**src/rtl/ft_stream_demux.sv**
```systemverilog
// ft_stream_demux: routes FTDI packets to one of NUM_CH IQ sample FIFOs
// or the CPU port. It decodes a header word, then forwards exactly N payload words.
//
// Ports:
//   clk_i, reset_n        clock and synchronous active-low reset
//   data_i, we_i          FTDI word and its valid strobe
//   full_o, enough_o      status of the selected destination (combinational)
//   fifo_full_i/enough_i  per-channel FIFO status
//   fifo_data_o/we_o      packed IQ word shared by all FIFOs, one-hot strobe
//   cpu_full_i            CPU port full
//   cpu_data_o/we_o       CPU port data and strobe
//   cnt_clr_i             clear of both counters
//   busy_o, cur_ch_o      packet in progress, channel of the last header
//   drop_cnt_o            packets discarded for a bad channel, saturating
//   ovf_cnt_o             payload words lost to a full destination, saturating
module ft_stream_demux #(
   parameter int FT_DATA_WIDTH    = 32,
   parameter int IQ_PAIR_WIDTH    = 24,
   parameter int QSTART_BIT_INDEX = 16,
   parameter int NUM_CH           = 4,
   parameter int LEN_WIDTH        = 16,
   parameter int CNT_WIDTH        = 8
) (
   input  logic                     clk_i,
   input  logic                     reset_n,
   input  logic [FT_DATA_WIDTH-1:0] data_i,
   input  logic                     we_i,
   output logic                     full_o,
   output logic                     enough_o,
   input  logic [NUM_CH-1:0]        fifo_full_i,
   input  logic [NUM_CH-1:0]        fifo_enough_i,
   output logic [IQ_PAIR_WIDTH-1:0] fifo_data_o,
   output logic [NUM_CH-1:0]        fifo_we_o,
   input  logic                     cpu_full_i,
   output logic [FT_DATA_WIDTH-1:0] cpu_data_o,
   output logic                     cpu_we_o,
   input  logic                     cnt_clr_i,
   output logic                     busy_o,
   output logic [2:0]               cur_ch_o,
   output logic [CNT_WIDTH-1:0]     drop_cnt_o,
   output logic [CNT_WIDTH-1:0]     ovf_cnt_o
);

   localparam int HALF = IQ_PAIR_WIDTH / 2;

   typedef enum logic [1:0] {
      IDLE,
      FIFO_PL,
      CPU_PL,
      DISCARD
   } state_t;

   state_t                   state_q, state_d;
   logic [LEN_WIDTH-1:0]     rem_q, rem_d;
   logic [2:0]               ch_q, ch_d;
   logic [NUM_CH-1:0]        fifo_we_q, fifo_we_d;
   logic                     cpu_we_q, cpu_we_d;
   logic [IQ_PAIR_WIDTH-1:0] fifo_data_q;
   logic [FT_DATA_WIDTH-1:0] cpu_data_q;
   logic [CNT_WIDTH-1:0]     drop_q, ovf_q;
   logic                     drop_inc, ovf_inc;

   logic                     hdr_cpu;
   logic [2:0]               hdr_ch;
   logic [LEN_WIDTH-1:0]     hdr_len;
   logic                     hdr_bad;
   logic                     last_word;
   logic [NUM_CH-1:0]        ch_oh;
   logic                     sel_full;
   logic                     sel_enough;

   assign hdr_cpu   = data_i[FT_DATA_WIDTH-1];
   assign hdr_ch    = data_i[FT_DATA_WIDTH-2:FT_DATA_WIDTH-4];
   assign hdr_len   = data_i[LEN_WIDTH-1:0];
   // Widened compare so NUM_CH=8 does not wrap to zero.
   assign hdr_bad   = {1'b0, hdr_ch} >= 4'(NUM_CH);
   assign last_word = rem_q == LEN_WIDTH'(1);

   // One-hot decode of the latched channel; avoids indexing a
   // NUM_CH-wide vector with a 3-bit channel field.
   always_comb begin
      ch_oh = '0;
      for (int i = 0; i < NUM_CH; i++) begin
         if (ch_q == 3'(i)) begin
            ch_oh[i] = 1'b1;
         end
      end
   end

   assign sel_full   = |(fifo_full_i & ch_oh);
   assign sel_enough = |(fifo_enough_i & ch_oh);

   always_comb begin
      state_d   = state_q;
      rem_d     = rem_q;
      ch_d      = ch_q;
      fifo_we_d = '0;
      cpu_we_d  = 1'b0;
      drop_inc  = 1'b0;
      ovf_inc   = 1'b0;
      unique case (state_q)
         IDLE: begin
            if (we_i) begin
               ch_d  = hdr_ch;
               rem_d = hdr_len;
               if (hdr_len != '0) begin
                  unique case (1'b1)
                     hdr_cpu: state_d = CPU_PL;
                     !hdr_cpu && !hdr_bad: state_d = FIFO_PL;
                     !hdr_cpu && hdr_bad: begin
                        state_d  = DISCARD;
                        drop_inc = 1'b1;
                     end
                  endcase
               end
            end
         end
         FIFO_PL: begin
            if (we_i) begin
               rem_d = rem_q - 1'b1;
               if (last_word) state_d = IDLE;
               if (sel_full) ovf_inc = 1'b1;
               else          fifo_we_d = ch_oh;
            end
         end
         CPU_PL: begin
            if (we_i) begin
               rem_d = rem_q - 1'b1;
               if (last_word) state_d = IDLE;
               if (cpu_full_i) ovf_inc = 1'b1;
               else            cpu_we_d = 1'b1;
            end
         end
         DISCARD: begin
            if (we_i) begin
               rem_d = rem_q - 1'b1;
               if (last_word) state_d = IDLE;
            end
         end
      endcase
   end

   always_comb begin
      full_o   = 1'b0;
      enough_o = 1'b0;
      unique case (state_q)
         FIFO_PL: begin
            full_o   = sel_full;
            enough_o = sel_enough;
         end
         CPU_PL:  full_o = cpu_full_i;
         IDLE, DISCARD: begin
            full_o   = 1'b0;
            enough_o = 1'b0;
         end
      endcase
   end

   always_ff @(posedge clk_i) begin
      if (!reset_n) begin
         state_q     <= IDLE;
         rem_q       <= '0;
         ch_q        <= '0;
         fifo_we_q   <= '0;
         cpu_we_q    <= 1'b0;
         fifo_data_q <= '0;
         cpu_data_q  <= '0;
         drop_q      <= '0;
         ovf_q       <= '0;
      end else begin
         state_q   <= state_d;
         rem_q     <= rem_d;
         ch_q      <= ch_d;
         fifo_we_q <= fifo_we_d;
         cpu_we_q  <= cpu_we_d;
         if (we_i) begin
            fifo_data_q <= {data_i[QSTART_BIT_INDEX+HALF-1:QSTART_BIT_INDEX],
                            data_i[HALF-1:0]};
            cpu_data_q  <= data_i;
         end
         if (cnt_clr_i) drop_q <= '0;
         else if (drop_inc && drop_q != '1) drop_q <= drop_q + 1'b1;
         if (cnt_clr_i) ovf_q <= '0;
         else if (ovf_inc && ovf_q != '1) ovf_q <= ovf_q + 1'b1;
      end
   end

   assign fifo_we_o   = fifo_we_q;
   assign cpu_we_o    = cpu_we_q;
   assign fifo_data_o = fifo_data_q;
   assign cpu_data_o  = cpu_data_q;
   assign busy_o      = state_q != IDLE;
   assign cur_ch_o    = ch_q;
   assign drop_cnt_o  = drop_q;
   assign ovf_cnt_o   = ovf_q;

endmodule

```
**config.mk**
```make
export PLATFORM = sky130hd
export DESIGN_NAME = ft_stream_demux
export DESIGN_NICKNAME = d
export VERILOG_FILES = /design/src/rtl/ft_stream_demux.sv
export SDC_FILE = /design/constraint.sdc
export NUM_CORES = 1
export LEC_CHECK = 0
export CORE_UTILIZATION = 25
export CTS_BUF_LIST = sky130_fd_sc_hd__clkbuf_8
export CTS_CLUSTER_SIZE = 24
export DETAILED_ROUTE_END_ITERATION = 16
export HOLD_SLACK_MARGIN = 0.12
export PLACE_DENSITY = 0.51
export SYNTH_ARGS = -nofsm -noshare
export SYNTH_HDL_FRONTEND = slang
export SYNTH_SLANG_ARGS = --single-unit
```
**constraint.sdc**
```tcl
create_clock -name clk_i -period 3.72 [get_ports clk_i]
set_clock_uncertainty 0.05 [all_clocks]
set_input_delay 0.372 -clock clk_i [delete_from_list [all_inputs] [get_ports clk_i]]
set_output_delay 0.372 -clock clk_i [all_outputs]
set_load 0.05 [all_outputs]
```
==> results of run 1 <==
-- synthesized netlist by cell type, drive strengths merged (2+ instances only) --
cell	n	area [um^2]
nand2b	2	12.5
nor4b	2	17.5
buf	35	236
nor4	10	96.4
a21boi	7	52.6
a211o	2	17.5
dfxtp	74	1480
a31oi	2	12.5
and3b	2	17.5
a221oi	3	32.5
inv	13	48.8
nand3	19	110
o211ai	7	52.6
ha	8	100
xor2	5	43.8
a21o	2	22.5
a22oi	2	15.0
nor3	12	86.3
a21oi	13	65.1
and2	3	18.8
nand2	28	105
nor2b	37	231
and3	5	31.3
nor2	32	120
o21ai	24	120
or2	2	12.5
mux4	2	45.0
mux2i	37	370
nand4	5	31.3
clkbuf	12	45.0
xnor2	6	52.6
-- flip-flops by register name (all words and copies together) (netlist names) --
register / count
fifo_data_o: 23
rem_q: 16
cpu_data_o: 9
drop_cnt_o: 8
ovf_cnt_o: 8
fifo_we_o: 4
cur_ch_o: 3
state_q: 2
cpu_we_o: 1
-- routing by layer --
metal / global-route usage, % / routed length (um)
met1: 16.3 / 4830
met2: 21.9 / 4710
met3: 3.95 / 547
met4: 5.53 / 168
met5: 0 / 0
-- worst min path at each step --
stage | from | end | slack (ns) | depth (start not counted)
floorplan | fifo_full_i[3] | fifo_we_o[3] | 0.40 | 1
global placement | state_q[1] | state_q[1] | 0.42 | 2
detailed placement | state_q[0] | state_q[0] | 0.42 | 2
CTS | reset_n | cpu_data_o[30] | 0.31 | 2
global route | reset_n | cpu_data_o[30] | 0.31 | 2
finish | reset_n | cur_ch_o[2] | 0.32 | 2
-- final cells by class --
class	count	area (um^2)	area share [%]
multi-input combinational	295	2040	38.7
tap	188	235	4.47
clock buffer	11	151	2.87
clock inverter	4	18.8	0.356
timing repair buffer	131	1290	24.5
inverter	13	48.8	0.926
sequential	74	1480	28.1
-- report_power, final --
part	total [uW]	switching, uW	internal, uW
registers	1020	127	896
clock network	575	306	269
logic	1200	738	466
total	2800	1170	1630
-- logic make-up after synthesis --
family / after synthesis / share of synthesized area, %
AND/OR/NAND/NOR: 168 / 25.3
flip-flops: 74 / 38.5
AO/OA/AOI/OAI: 69 / 11.8
buffers and inverters: 60 / 8.57
multiplexers: 39 / 10.8
XOR/XNOR: 11 / 2.50
adder cells (fa/ha/maj): 8 / 2.60
-- stage by stage --
step / instance area, um^2 / hold slack, ns
finish: 5270 / 0.323
global route: 5270 / 0.311
CTS: 5270 / 0.309
detailed placement: 5100 / 0.423
global placement: 5100 / 0.421
floorplan: 3850 / 0.398
==> run metrics, run 1 <==
status complete, but fails checks; failing checks DRC; diode count 0; CTS tree yes; Final setup viols 0; WP depth 4; commonest non-fill, non-tap cell in the layout clkdlybuf4s50_1; Slew Viols, Final 0; post-route ant nets 0; max_slew headroom roughly half; cts repair resizes 0; max_cap viols 0; I/O Pins around 130; ratio of cells with drive above 1 in the final layout around 7.2%; Pwr Total between 2000 and 3000 uW; largest net degree at the start of global routing approximately 50; pre-CTS WS between 1 and 1.5 ns; H-tree depth 3; CTS buffer count 9; Register-to-Register Path Depth 8; Setup crit start cur_ch_o[0]; clock period minus worst slack about 2.7 ns; Fillers ~1600; clock root buffer clkbuf_8; fraction of registers with async set/reset 0%; RSZ-0062 raised after global routing false; Mapped Cells between 400 and 500; initial antenna violation count 0; kind of end point of the critical path primary output; vias per std cell 4.70; FMAX between 0.3 and 0.4 GHz; GPL Wtd Cong roughly 0.76; sequential area share after synthesis between 30% and 40%; r2r setup slk between 1.5 and 2 ns; vias in the first global route approximately 3300; die width ~130 um; hold buffer count at cts 0; core area approximately 15000 um^2; Die Y around 130 um; Setup Buffers After CTS 0; RR Startpoint state_q[1]; critical path's top delay family buffers and inverters; CP peak stage delay around 0.7 ns; CP Launch Type register; final hold vios 0; FF+latch count, synth between 70 and 80; number of synthesis warnings 0; drt wl/cell roughly 14 um; global-route wire length before repair ~17 mm; # port buffers roughly 130; final period utilization between 70% and 80%; global route overflow 0; actual slew at the worst max-slew pin 0.728 ns; deepest clock path buffer count 2; Clock Sinks 74; EDFF count, synth 0; synthesized area about 3900 um^2; Leakage slightly below 0.002 uW; Final nets 577; Critical Path AT between 2 and 2.5 ns; most frequent cells in the layout clkdlybuf4s50_1, dfxtp_1, mux2i_1, nor2b_1, nor2_1; setup_tns 0 ns; Core Util, Final a little over a third; crit path to full_o; crit-path cells mux4_2, nand3_1, o21ai_0, clkdlybuf4s50_1; Top FF cell, synth dfxtp_1; drt pass-1 iters 10; routed via count around 3400; syn avg cell area around 9 um^2; HPWL Detailed 7.11 mm; Crit path buffers/inverters 1; Setup WS post-layout roughly 0.99 ns; drt first-iter violations approximately 140; Area Growth Syn to Fin 36.7%; final wirelength 10.3 mm; worst skew pair latency between 0.3 and 0.4 ns; Reg clk slew, reported paths ~0.070 ns; maximum VDD drop roughly 0.00024 V; Worst Hold Class primary input to register; Post-Layout Cell Count 716; crit path max fanout 8; Crit Path Class register to primary output; total track usage a little over an eighth; placed cell count between 700 and 800; Worst Path Required ~3.3 ns; R2R Path End rem_q[5]; Initial Util 25.4%; pwr/cell area between 500 and 600 nW/um^2; std cell rows 45; syn nets roughly 480; post-synthesis cell type count 58; DRC viols 2; die area 15900 um^2; Crit-path slowest cell clkdlybuf4s50_1
Note: power is estimated with default switching activity, not from simulation.
==> run 2: changes to the inputs <==
--- a/config.mk
+++ b/config.mk
@@ -10,7 +10,7 @@
 export CTS_CLUSTER_SIZE = 24
 export DETAILED_ROUTE_END_ITERATION = 16
 export HOLD_SLACK_MARGIN = 0.12
-export PLACE_DENSITY = 0.51
+export PLACE_DENSITY = 0.53
 export SYNTH_ARGS = -nofsm -noshare
 export SYNTH_HDL_FRONTEND = slang
 export SYNTH_SLANG_ARGS = --single-unit
==> constraint.sdc (replaced) <==
create_clock -name clk_i -period 2.4 [get_ports clk_i]
set_clock_uncertainty 0.05 [all_clocks]
set_input_delay 0.24 -clock clk_i [delete_from_list [all_inputs] [get_ports clk_i]]
set_output_delay 0.24 -clock clk_i [all_outputs]
set_load 0.05 [all_outputs]
==> run metrics, run 2 (synthesized netlist as in run 1, its figures left out) <==
R2R Path End state_q[1]; Area Growth Syn to Fin 37.1%; combinational share of power around 44%; power share of the clock group between 10% and 20%; initial antenna violation count 0; Fillers around 1500; Hold WS roughly 0.3 ns; Die Y between 100 and 150 um; crit path max fanout 8; GPL Wtd Cong between 0.8 and 0.9; die area between 15000 and 20000 um^2; routed via count about 3400; worst skew pair latency between 0.3 and 0.4 ns; ratio of cells with drive above 1 in the final layout under 10%; final period utilization a little under 90%; Final nets 583; Reg power frac between 30 and 40%; kind of end point of the critical path primary output; DRC viols 0; post-route ant nets 0; Setup Buffers After CTS 0; Sw Share between 40% and 50%; max reg flops 23; maximum VDD drop around 0.00035 V; commonest non-fill, non-tap cell in the layout clkdlybuf4s50_1; vias in the first global route ~3200; diode count 0; crit path to full_o; deepest clock path buffer count 2; cts repair resizes 0; max_cap viols 0; Slew Viols, Final 0; CP peak stage delay approximately 0.58 ns; largest net degree at the start of global routing 41; clock root buffer clkbuf_8; final wirelength 10.4 mm; Worst Path Required 2.11 ns; final hold vios 0; Final setup viols 0; drt pass-1 iters 4; Crit-path slowest cell mux4_2; Core Util, Final between 30% and 40%; FMAX ~0.47 GHz; pre-CTS WS 0.238 ns; Setup crit start cur_ch_o[0]; Psw roughly 1800 uW; status finished, final reports clean; global route overflow 0; hold buffer count at cts 0; r2r setup slk slightly below 0.3 ns; global-route wire length before repair roughly 17 mm; Critical Path AT between 1.5 and 2 ns; HPWL Detailed 7.46 mm; max_slew headroom between 60% and 70%; Clock Sinks 74; crit-path cells mux4_2, nand3_1, o21ai_0, buf_4; Crit path buffers/inverters 1; CTS tree yes; H-tree depth 3; drt wl/cell 14.5 um; Register-to-Register Path Depth 6; I/O Pins 128; actual slew at the worst max-slew pin approximately 0.54 ns; RSZ-0062 raised after global routing false; pwr/cell area about 810 nW/um^2; WP depth 4; core area around 15000 um^2; setup_tns 0 ns; CTS buffer count 9; die width ~130 um; # port buffers about 130; Setup WS post-layout 0.262 ns; total track usage 13.5%; std cell rows between 40 and 50; Leakage 0.00199 uW; drt first-iter violations around 160; vias per std cell 4.70; Crit Path Class register to primary output; most frequent cells in the layout clkdlybuf4s50_1, dfxtp_1, mux2i_1, nor2b_1, nor2_1; critical path's top delay family multiplexers; Reg clk slew, reported paths ~0.070 ns; clock period minus worst slack 2.14 ns; Initial Util between 20% and 30%; internal power around 2500 uW; Worst Hold Class primary input to register; RR Startpoint state_q[0]; CP Launch Type register
-- run 2: changes by cell type in the layout (fill, tap and decap cells not counted), sizes merged --
cell and change:
buf +9, clkdlybuf4s50 -3, clkinv -2, clkbuf -1
-- run 2: cell type report --
| cell class | count | area, um^2 | area share [%] |
|---|---|---|---|
| clock inverter | 2 | 8.76 | 0.166 |
| clock buffer | 10 | 138 | 2.61 |
| tap | 188 | 235 | 4.45 |
| timing repair buffer | 137 | 1330 | 25.2 |
| multi-input combinational | 295 | 2040 | 38.6 |
| inverter | 13 | 48.8 | 0.924 |
| sequential | 74 | 1480 | 28.1 |
-- run 2: how the worst min path moves through the flow --
stage               slack [ns]            to            from  depth (start not counted)
floorplan                 0.27  fifo_we_o[3]  fifo_full_i[3]                          1
global placement          0.42      rem_q[1]        rem_q[1]                          2
detailed placement        0.43      rem_q[1]        rem_q[1]                          2
CTS                       0.27      cpu_we_o            we_i                          2
global route              0.29      cpu_we_o            we_i                          2
finish                    0.30      cpu_we_o            we_i                          2
-- run 2: power groups by stage --
stage | Clock, uW | Sequential, uW | Combinational [uW]
final | 826 | 1580 | 1900
after global routing | 922 | 1610 | 2090
after CTS | 874 | 1580 | 1910
after detailed placement | 0 | 1610 | 1890
after global placement | 0 | 1600 | 1860
after floorplan | 0 | 1720 | 1250
-- run 2: per-stage QoR --
step | power, uW | area (um^2) | cells
6_report | 4300 | 5280 | 719
5_1_grt | 4620 | 5280 | 719
4_1_cts | 4360 | 5280 | 719
3_5_place_dp | 3500 | 5130 | 707
3_3_place_gp | 3460 | 5130 | 707
2_1_floorplan | 2970 | 3850 | 429
-- run 2: metal layers --
layer,track usage (%),vias to the layer above,share of wire (%)
met1,17.2,1589,48
met5,0,-,0
met4,4.82,0,1.7
met3,3.99,12,5.4
li1,-,1670,-
met2,21.4,105,45
